===== src/rtl/bce_column_sequencer.sv =====
// Job sequencer for a single bit-column engine: issues the sign column, then the magnitude columns,
// drains the engine pipeline and returns the accumulated result. Build option macro: ZERO_SKIP_EN.
module bce_column_sequencer #(
    parameter int DRAIN_CYCLES = 2,
    parameter int RESULT_W     = 16
) (
    input  logic                clk,
    input  logic                rst,
    input  logic                job_valid,
    output logic                job_ready,
    input  logic [63:0]         job_act,
    input  logic [63:0]         job_wgt,
    output logic [63:0]         bce_activations,
    output logic [7:0]          bce_weight_column,
    output logic                bce_weight_sign_en,
    output logic [2:0]          bce_shift_offset,
    output logic                bce_done,
    input  logic [RESULT_W-1:0] bce_result,
    output logic                out_valid,
    input  logic                out_ready,
    output logic [RESULT_W-1:0] out_result,
    output logic [2:0]          out_cols
);

    localparam int DRAIN_W = (DRAIN_CYCLES > 1) ? $clog2(DRAIN_CYCLES) : 1;

    typedef enum logic [2:0] {
        ST_IDLE  = 3'd0,
        ST_SIGN  = 3'd1,
        ST_ISSUE = 3'd2,
        ST_DRAIN = 3'd3,
        ST_DONE  = 3'd4
    } state_t;

    state_t                state_r;
    state_t                state_s;
    logic [63:0]           act_r;
    logic [63:0]           act_s;
    logic [63:0]           wgt_r;
    logic [63:0]           wgt_s;
    logic [6:0]            mask_r;
    logic [6:0]            mask_s;
    logic [2:0]            cols_r;
    logic [2:0]            cols_s;
    logic [DRAIN_W-1:0]    drain_r;
    logic [DRAIN_W-1:0]    drain_s;
    logic [RESULT_W-1:0]   result_r;
    logic [RESULT_W-1:0]   result_s;
    logic                  valid_r;
    logic                  valid_s;
    logic                  done_r;
    logic                  done_s;
    logic [7:0]            col_r;
    logic [7:0]            col_s;
    logic                  sign_en_r;
    logic                  sign_en_s;
    logic [2:0]            shift_r;
    logic [2:0]            shift_s;
    logic                  job_ready_r;
    logic                  job_ready_s;
    logic [2:0]            pick_s;

    // Gathers bit position bit_idx of every lane weight into one 8-bit column.
    function automatic logic [7:0] column_of(input logic [63:0] wgt, input logic [2:0] bit_idx);
        logic [7:0] col;
        logic [7:0] lane;
        col = 8'h00;
        for (int k = 0; k < 8; k++) begin
            lane   = wgt[8*k +: 8];
            col[k] = lane[bit_idx];
        end
        return col;
    endfunction

    // Magnitude columns that must be issued for this weight set.
    function automatic logic [6:0] build_mask(input logic [63:0] wgt);
        logic [6:0] mask;
`ifdef ZERO_SKIP_EN
        mask = 7'h00;
        for (int j = 0; j < 7; j++) begin
            mask[j] = |column_of(wgt, 3'(j));
        end
`else
        mask = 7'h7F;
        if (wgt == 64'h0) begin
            mask = 7'h7F;
        end else begin
            mask = 7'h7F;
        end
`endif
        return mask;
    endfunction

    // Index of the lowest set bit; 0 for an empty mask (never used in that case).
    function automatic logic [2:0] lowest_set(input logic [6:0] mask);
        logic [2:0] idx;
        idx = 3'd0;
        for (int j = 6; j >= 0; j--) begin
            if (mask[j]) begin
                idx = 3'(j);
            end else begin
                idx = idx;
            end
        end
        return idx;
    endfunction

    // Next-state and next-output computation; outputs are registered from these values.
    always_comb begin
        pick_s    = lowest_set(mask_r);
        state_s   = state_r;
        act_s     = act_r;
        wgt_s     = wgt_r;
        mask_s    = mask_r;
        cols_s    = cols_r;
        drain_s   = drain_r;
        result_s  = result_r;
        valid_s   = valid_r;
        done_s    = 1'b0;
        col_s     = 8'h00;
        sign_en_s = 1'b0;
        shift_s   = 3'd0;

        case (state_r)
            ST_IDLE: begin
                if (job_valid && job_ready_r) begin
                    act_s     = job_act;
                    wgt_s     = job_wgt;
                    mask_s    = build_mask(job_wgt);
                    cols_s    = 3'd0;
                    col_s     = column_of(job_wgt, 3'd7);
                    sign_en_s = 1'b1;
                    state_s   = ST_SIGN;
                end else begin
                    state_s   = ST_IDLE;
                end
            end
            // SIGN and ISSUE share the same successor logic: issue the next column or drain.
            ST_SIGN, ST_ISSUE: begin
                if (mask_r != 7'h00) begin
                    col_s   = column_of(wgt_r, pick_s);
                    shift_s = pick_s;
                    mask_s  = mask_r & ~(7'h01 << pick_s);
                    cols_s  = cols_r + 3'd1;
                    state_s = ST_ISSUE;
                end else begin
                    drain_s = {DRAIN_W{1'b0}};
                    state_s = ST_DRAIN;
                end
            end
            ST_DRAIN: begin
                if (drain_r == DRAIN_W'(DRAIN_CYCLES - 1)) begin
                    result_s = bce_result;
                    valid_s  = 1'b1;
                    done_s   = 1'b1;
                    state_s  = ST_DONE;
                end else begin
                    drain_s  = drain_r + DRAIN_W'(1);
                end
            end
            ST_DONE: begin
                if (valid_r && out_ready) begin
                    valid_s = 1'b0;
                    state_s = ST_IDLE;
                end else begin
                    valid_s = valid_r;
                end
            end
            default: begin
                valid_s = 1'b0;
                state_s = ST_IDLE;
            end
        endcase

        job_ready_s = (state_s == ST_IDLE);
    end

    // State and output registers; reset discards any job in flight.
    always_ff @(posedge clk or posedge rst) begin
        if (rst) begin
            state_r     <= ST_IDLE;
            act_r       <= 64'h0;
            wgt_r       <= 64'h0;
            mask_r      <= 7'h00;
            cols_r      <= 3'd0;
            drain_r     <= {DRAIN_W{1'b0}};
            result_r    <= {RESULT_W{1'b0}};
            valid_r     <= 1'b0;
            done_r      <= 1'b0;
            col_r       <= 8'h00;
            sign_en_r   <= 1'b0;
            shift_r     <= 3'd0;
            job_ready_r <= 1'b0;
        end else begin
            state_r     <= state_s;
            act_r       <= act_s;
            wgt_r       <= wgt_s;
            mask_r      <= mask_s;
            cols_r      <= cols_s;
            drain_r     <= drain_s;
            result_r    <= result_s;
            valid_r     <= valid_s;
            done_r      <= done_s;
            col_r       <= col_s;
            sign_en_r   <= sign_en_s;
            shift_r     <= shift_s;
            job_ready_r <= job_ready_s;
        end
    end

    assign job_ready          = job_ready_r;
    assign bce_activations    = act_r;
    assign bce_weight_column  = col_r;
    assign bce_weight_sign_en = sign_en_r;
    assign bce_shift_offset   = shift_r;
    assign bce_done           = done_r;
    assign out_valid          = valid_r;
    assign out_result         = result_r;
    assign out_cols           = cols_r;

endmodule


===== config.mk =====
export PLATFORM = sky130hd
export DESIGN_NAME = bce_column_sequencer
export DESIGN_NICKNAME = d
export VERILOG_FILES = /design/src/rtl/bce_column_sequencer.sv
export SDC_FILE = /design/constraint.sdc
export NUM_CORES = 1
export LEC_CHECK = 0
export CORE_ASPECT_RATIO = 1.75
export CORE_MARGIN = 3
export CORE_UTILIZATION = 48
export DETAILED_ROUTE_END_ITERATION = 10
export PLACE_DENSITY = 0.92
export SETUP_SLACK_MARGIN = 0.05
export SYNTH_ARGS = -nofsm -noshare
export SYNTH_HDL_FRONTEND = slang
export SYNTH_SLANG_ARGS = --single-unit

===== constraint.sdc =====
create_clock -name clk -period 17.47 [get_ports clk]
set_input_delay 3.494 -clock clk [delete_from_list [all_inputs] [get_ports clk]]
set_output_delay 3.494 -clock clk [all_outputs]
set_load 0.01 [all_outputs]

---- Word level (Yosys, flattened, before mapping) ----
Cells that the tools add are included.
operators by class
  add/sub/neg operators ................... 2
  order comparisons ....................... 1
  eq/ne operators ......................... 9
  shift operators ......................... 1
  multiplexer cells ....................... 49
  bitwise gates (word level) .............. 3
  reduce and logical (&&, ||, !) cells .... 14
operators by type and width
  operator                                                                       count
  3-bit 2-to-1 mux                                                               13
  1-bit binary-select mux with 3-bit select                                      8
  1-bit 2-to-1 mux                                                               18
  8-bit 2-to-1 mux                                                               2
  8-bit one-hot mux with 2 select lines                                          1
  7-bit 2-to-1 mux                                                               2
  7-bit one-hot mux with 2 select lines                                          1
  3-bit one-hot mux with 4 select lines                                          1
  2-bit != test (second input constant)                                          5
  7-bit bitwise AND                                                              1
  7-bit inverter                                                                 1
  7-bit nonzero test                                                             1
  1-bit by 3-bit << shifter with 7-bit output (first input constant)             1
  3-bit by 2-bit == test with 1-bit output (second input constant)               2
  3-bit zero test                                                                2
  3-bit one-hot mux with 2 select lines                                          1
  2-bit AND reduction                                                            3
  3-bit AND reduction                                                            2
  3-bit by 4-bit less-than comparator with 1-bit output (second input constant)  1
  2-bit nonzero test                                                             2
  3-bit by 1-bit adder with 3-bit output (second input constant)                 1
  3-bit by 1-bit == test with 1-bit output (second input constant)               1
  3-bit == test (second input constant)                                          1
  1-bit one-hot mux with 3 select lines                                          1
  6 further kinds                                                                7
word-level totals
  bits in registers ....................... 173
  input bits .............................. 148
  output and inout port bits .............. 98
  logic and storage cells ................. 92

---- Depth between registers and ports, before layout ----
Gate-level depths: netlist of the first run.
  depth in word-level cells ............... 12
  mapped depth ............................ 10
  mapped depth without buffers ............ 6

---- Worst setup path before layout of the first run ----
No wires, ideal clock.
  kind .................................... input port to flip-flop
  from .................................... in job_valid
  to ...................................... reg state_r[0]
  arrival ................................. 4330 ps
  required time ........................... 17333 ps
  setup slack ............................. 13003 ps
  stages on the path ...................... 6
  buffers on the path ..................... 3
  cells stage by stage .................... nand3_1 > or2_1 > clkbuf_1 > buf_2 > buf_1 > o21ai_1
between the ends
  word-level cells in the longest chain between the ends .. 3
ends and longest elaborated chain
  what                                   RTL line  source
  start, declared                        9         input logic job_valid,
  1-bit logical AND                      126       if (job_valid && job_ready_r) begin
  1-bit 2-to-1 mux                       126
  3-bit one-hot mux with 4 select lines  124       case (state_r)
  via state_s[0]                         36        state_t state_s;
  end signal, assigned                   195       state_r <= state_s;
  end, declared                          35        state_t state_r;
The timed path passes the listed nets, and every way through them passes these cells.
A chain may end at the register's enable or synchronous reset.

---- Final worst setup path of the first run ----
  from .................................... in job_valid
  to ...................................... reg act_r[33], in the netlist bce_activations[33]
between the ends
  word-level cells in the longest chain between the ends .. 2
ends and longest elaborated chain
  what                           RTL line  source
  1-bit logical AND              126
  2-bit AND reduction (no line)  --
  end signal, assigned           196       act_r <= act_s;
  end, declared                  37        logic [63:0] act_r;
No other way between the ends.

==> results.ini, run 1 <==
[job]
maxCapViolCount=0

[yosys]
syn-cell-area_um2=6680
synth_fa_ha_area_share_pct=0.187
synth_top_area_share_pct=61.9
synth_seq_cells=165
muxShareOfSynthArea_pct=5.55
synth-simple-area-share_pct=25.0
yosysTopAreaCell=dfrtp_1
synth_sequential_area_ratio_pct=61.9
synth_area_leaders=dfrtp_1, nand2_1, mux2_2
synth_compound_area_share_pct=4.18
postSynthCellCount=716
synth-xor-area-share_pct=0.262
yosysWarnings=0
syn_avg_cell_area_um2=9.32
synth_cell_types=34
synth_top_family_by_area=simple AND/OR/NAND/NOR gates
synth.net_count=865

[timing]
tightest_slew_ps=978
period_share_pct=32.4
finalSetupViolCount=0
fin_setup_tns_ps=0
maxSlewHeadroom_pct=34.8
rsz0062_at_grt=false
post-route-min-period_ps=5660
finalHoldViolCount=0
slew_viol_final=0
fmax_mhz=177
fin_skew_ps=10.0

[placement]
dp_hpwl_um=13000
io_buffer_count=245
gp_congestion=0.811
placed_cells=1098

[grt]
use_met1_pct=28.6
grt_max_degree=91
grt_pass1_vias=5996
busiest_layer=met2
track_usage_pct=25.0
use_met3_pct=7.51
grt_pass1_wl_um=29600
gr-total-overflow=0
use_met2_pct=42.3
antenna_found_initial=0

[route]
drcViolationCount=0
ant_nets=0
via_per_inst=5.05
routedWlPerCell_um=16.4
drt-initial-drc-count=338
finalWirelength_um=18500
drt-pass1-iter-count=4
routed-via-count=5706

[setup_path]
arrival_ps=6000
setup.worst_path.class=primary input to flip-flop
crit_fanout=83
cp-startpoint=job_valid
r2r_start=state_r[0]
worstSetupStartpointType=primary input
crit_top_cell=nand2_1
crit_chain=clkdlybuf4s50_1 -> nand3_1 -> or2_4 -> inv_4 -> buf_4 -> nand2_1 -> nand2_1
cpPeakStageDelay_ps=720
end_kind=flip-flop
cp_slowest_cell=buf_4
worstPathRequired_ps=17820

[final_layout]
multiInputGateArea_um2=2360
instances_no_fill=1131
area_growth_pct=47.4
final_common_cell=nand2_1
drive_gt1_share_pct=6.80
nets=1092
layout_common_cells=nand2_1, clkdlybuf4s50_1, dfrtp_1, mux2_2, clkbuf_16
nFillCells=945
seqCellArea_um2=4130

[worst_hold_path]
min_from=wgt_r[52]
min_path_type=flip-flop to flip-flop

[floorplan]
die_width_um=95.1
dieHeight_um=162
rows=56
floorplan.initialDensity_pct=49.4
core_um2=13500
io_pins=246
dieArea_um2=15400

[power_and_ir_drop]
p_per_area_nw_per_um2=183
ir_drop_mv=0.0911
p_leak_nw=4.78

[cts]
cts_tree=yes
clk_pin_slew_worst_paths_ps=60
cts_hold_buf=0
cts_buffer_depth=2
clk_latency_ps=410
cts_buffers=17
cts_resized=0
cts_sinks=165
h-tree-depth=4
clock_tree.root_cell=clkbuf_16
post_cts_buffers=0

[status]
outcome=finished clean

-- stage by stage --
| stage | utilization, % | hold WS [ps] | instance area, um2 | setup slack, ps | total power, mW |
|---|---|---|---|---|---|
| finish | 72.8 | 472 | 9840 | 11810 | 1.80 |
| global placement | 68.2 | 450 | 9220 | 11420 | 1.39 |
| detailed placement | 68.2 | 455 | 9220 | 11400 | 1.42 |
| global route | 72.7 | 496 | 9840 | 11610 | 1.92 |
| floorplan | - | 438 | 6680 | 9510 | 1.06 |
| CTS | 72.7 | 475 | 9840 | 11850 | 1.81 |
-- worst paths after layout --
check | end | slack [ps] | cells after the start
max | bce_activations[33] | 11810 | 7
min | wgt_r[52] | 470 | 2
max reg2reg | bce_activations[33] | 14600 | 7
min reg2reg | wgt_r[52] | 470 | 2
max in group asynchronous | wgt_r[16] | 12390 | 3
min in group asynchronous | out_result[10] | 3620 | 2
-- sequential cells by signal (all words and copies together), names as in the netlist --
| name | flops |
|---|---|
| out_valid | 1 |
| drain_r | 1 |
| bce_done | 1 |
| out_result | 16 |
| bce_weight_column | 8 |
| bce_weight_sign_en | 1 |
| bce_activations | 64 |
| mask_r | 7 |
| out_cols | 3 |
| wgt_r | 56 |
| state_r | 3 |
| bce_shift_offset | 3 |
| job_ready | 1 |
-- cells in the mapped netlist (all sizes together) --
cell      n
inv       4
mux2i     1
dfrtp   165
or3       1
or3b      1
o21ai     6
a21oi     9
and3      1
nand3    13
buf      17
a221oi    1
and2      1
mux2     32
nand2   387
o211ai    1
xor2      2
or4       1
nor2     14
nor2b     1
nor3      3
ha        1
nor3b     2
clkinv    1
o31a      1
o41ai     1
o31ai     4
o221ai   16
or2       1
nand2b    3
clkbuf   25
-- power by group --
group / switching, mW / leakage, nW / internal (mW) / total (mW)
logic: 0.389 / 2.41 / 0.369 / 0.758
clock network: 0.160 / 0.304 / 0.224 / 0.384
registers: 0.101 / 2.07 / 0.556 / 0.657
total: 0.650 / 4.78 / 1.15 / 1.80
-- critical path: cells and delay by family --
kind	cells	cell delay, ps
AND/OR/NAND/NOR	4	780
buffers and inverters	3	1660
-- routing by layer --
layer / part of all wire [%] / vias to the layer above
met2: 53 / 217
met3: 6.7 / 47
met5: 0 / -
met4: 3.7 / 0
li1: - / 2731
met1: 36 / 2711
-- cell families after synthesis --
logic type / count (synthesis)
flip-flops: 165
buffers and inverters: 47
adder cells (fa/ha/maj): 1
multiplexers: 33
AO/OA/AOI/OAI: 39
AND/OR/NAND/NOR: 429
XOR/XNOR: 2
-- area by class of cell --
type | instances | share of cell area, %
Inverter | 5 | 0.280
Antenna cell | 1 | 0.0254
Timing Repair Buffer | 250 | 25.3
Multi-Input combinational cell | 504 | 24.0
Sequential cell | 165 | 42.0
Clock buffer | 19 | 4.60
Tap cell | 174 | 2.21
Clock inverter | 13 | 1.64
Note: power is estimated with default switching activity, not from simulation.
==> run 2: changes to the inputs <==
Settings changed: CORE_UTILIZATION 48 to 44, PLACE_DENSITY 0.92 to 0.85.
Clock period 17.47 ns to 5.8 ns, I/O delays scaled along.
==> run 2 against run 1 <==
Clock skew is 2.4 ps higher; combinational power grew to 3.0 times the previous value; global-route usage is 2.5 points lower; die area is 8.6% higher; non-clock buffer count is 2 higher; routed wire length hardly changed; sequential power grew to 3.0 times the previous value; final cell count is 0.88% higher; clock power grew to 2.9 times the previous value; register-to-register slack worse by 11000 ps; critical path type unchanged.
==> results.ini, run 2 (same netlist as run 1, synthesis figures left out) <==
[setup_path]
cp_num_buf_inv=3  ; unchanged
rr_endpoint=wgt_r[51]
critPathTopFamily=buffers and inverters
arrival_ps=3380  ; -2620 ps
end_kind=flip-flop
cpPeakStageDelay_ps=570  ; -150 ps
rr_worst_depth=7  ; unchanged
crit_fanout=58  ; -30%
crit_chain=clkdlybuf4s50_1 -> nand3_1 -> or2_4 -> inv_4 -> buf_4 -> nand2_1 -> nand2_1
worstSetupStartpointType=primary input
cp_slowest_cell=buf_4
crit_top_cell=nand2_1
r2r_start=state_r[0]
setup.worst_path.class=primary input to flip-flop
reg2reg_setup_slack_ps=3200  ; -11400 ps
worstPathRequired_ps=6140  ; -11680 ps

[floorplan]
dieHeight_um=169  ; +4.3%
rows=59  ; +5.4%
core_um2=14800  ; +9.7%
die_width_um=99.1  ; +4.2%
floorplan.initialDensity_pct=45.0  ; -4.4 points
dieArea_um2=16700  ; +8.6%
io_pins=246  ; unchanged

[timing]
tightest_slew_ps=762  ; -216 ps
finalHoldViolCount=0  ; unchanged
fin_setup_tns_ps=0  ; unchanged
finalSetupViolCount=0  ; unchanged
maxSlewHeadroom_pct=49.1  ; +14 points
slew_viol_final=0  ; unchanged
fmax_mhz=330
post-route-min-period_ps=3030
rsz0062_at_grt=false
whs_ps=472  ; -0.332 ps
period_share_pct=52.3
fin_skew_ps=12.4  ; +2.43 ps

[final_layout]
final_common_cell=nand2_1
area_growth_pct=47.2
largest_reg_flops=64  ; unchanged
seqCellArea_um2=4130  ; unchanged
nFillCells=1150  ; +22%
layout_common_cells=nand2_1, clkdlybuf4s50_1, dfrtp_1, mux2_2, clkbuf_16
multiInputGateArea_um2=2360  ; unchanged
nets=1094  ; +0.18%
final_area_um2=9830  ; -0.11%
instances_no_fill=1141  ; +0.88%
drive_gt1_share_pct=6.79  ; -0.0071 points

[route]
finalWirelength_um=18500  ; about the same
drcViolationCount=0  ; unchanged
drt-initial-drc-count=261  ; -23%
drt-pass1-iter-count=5  ; +1
via_per_inst=4.99  ; -1.1%
routedWlPerCell_um=16.2  ; -0.92%
ant_nets=0  ; unchanged
routed-via-count=5691  ; -0.26%

[placement]
io_buffer_count=245  ; unchanged
placed_area_um2=9250  ; +0.28%
dp_hpwl_um=12900  ; -1.1%
placed_cells=1109  ; +1.0%
gp_congestion=0.782  ; -3.6%

[power_and_ir_drop]
ir_drop_mv=0.298  ; +230%
power.total_mw=5.38  ; +200%
p_per_area_nw_per_um2=548  ; +200%
p_leak_nw=4.76  ; -0.48%

[cts]
cts_hold_buf=0  ; unchanged
cts_tree=yes
cts_resized=0  ; unchanged
h-tree-depth=4  ; unchanged
cts_buffers=17  ; unchanged
cts_buffer_depth=2  ; unchanged
cts_sinks=165  ; unchanged
clk_latency_ps=410  ; about the same
clk_pin_slew_worst_paths_ps=70  ; about the same
post_cts_buffers=0  ; unchanged
clock_tree.root_cell=clkbuf_16

[grt]
grt_pass1_vias=6019  ; +0.38%
grt_max_degree=78  ; -14%
antenna_found_initial=1  ; +1
track_usage_pct=22.5  ; -2.5 points
grt_pass1_wl_um=30200  ; +1.7%
gr-total-overflow=0  ; unchanged

[job]
maxCapViolCount=0  ; unchanged

[worst_hold_path]
min_path_type=flip-flop to flip-flop
whs_path_depth=2  ; unchanged
holdPathEnd=bce_activations[55]
min_from=bce_activations[55]

[status]
outcome=finished clean

-- run 2: changes by cell type in the layout (fill, tap and decap cells not counted) --
cell        before  now
clkinvlp_4       0    4
clkbuf_1         0    1
clkbuf_8         2    0
inv_8            2    0
buf_4            5    7
clkinv_2         1    2
clkinv_4         3    0
-- run 2: worst max-delay path by stage --
stage | start | to | depth (start not counted)
3_3_place_gp | job_valid | bce_weight_column[6] | 7
2_1_floorplan | rst | bce_activations[0] | 1
5_1_grt | job_valid | wgt_r[4] | 7
3_5_place_dp | job_valid | bce_weight_column[7] | 7
6_report | job_valid | wgt_r[51] | 7
4_1_cts | job_valid | wgt_r[51] | 7
-- run 2: cell type report --
| type | instances | area share [%] |
|---|---|---|
| inverters | 5 | 0.280 |
| clock buffers | 18 | 4.37 |
| flip-flops and latches | 165 | 42.0 |
| clock inverters | 13 | 1.50 |
| diodes | 1 | 0.0255 |
| well taps | 183 | 2.33 |
| multi-input cells | 504 | 24.0 |
| repair buffers | 252 | 25.5 |
-- run 2: stage by stage --
| step | utilization [%] | worst slack [ps] |
|---|---|---|
| floorplan | - | 178 |
| global placement | 62.3 | 2380 |
| detailed placement | 62.3 | 2370 |
| CTS | 66.2 | 2780 |
| global route | 66.2 | 2580 |
| finish | 66.2 | 2770 |
-- run 2: tightest hold or removal path: stages (launching register included) --
cell and delay [ps]:
dfrtp_1 340, nand2_1 50, nand2_1 50
-- run 2: where the power goes --
| group | total [mW] | leakage, nW | switching [mW] | internal [mW] |
|---|---|---|---|---|
| combinational | 2.28 | 2.42 | 1.17 | 1.11 |
| sequential | 1.98 | 2.07 | 0.306 | 1.68 |
| clock | 1.12 | 0.271 | 0.481 | 0.640 |
-- run 2: routing by layer --
| layer | vias to the layer above | part of all wire, % | global-route usage [%] | wire [um] |
|---|---|---|---|---|
| met5 | - | 0 | 0 | 0 |
| met3 | 36 | 7.0 | 5.07 | 1300 |
| met2 | 233 | 53 | 39.9 | 9830 |
| met4 | 0 | 3.2 | 9.16 | 601 |
| li1 | 2723 | - | - | - |
| met1 | 2699 | 37 | 25.9 | 6770 |
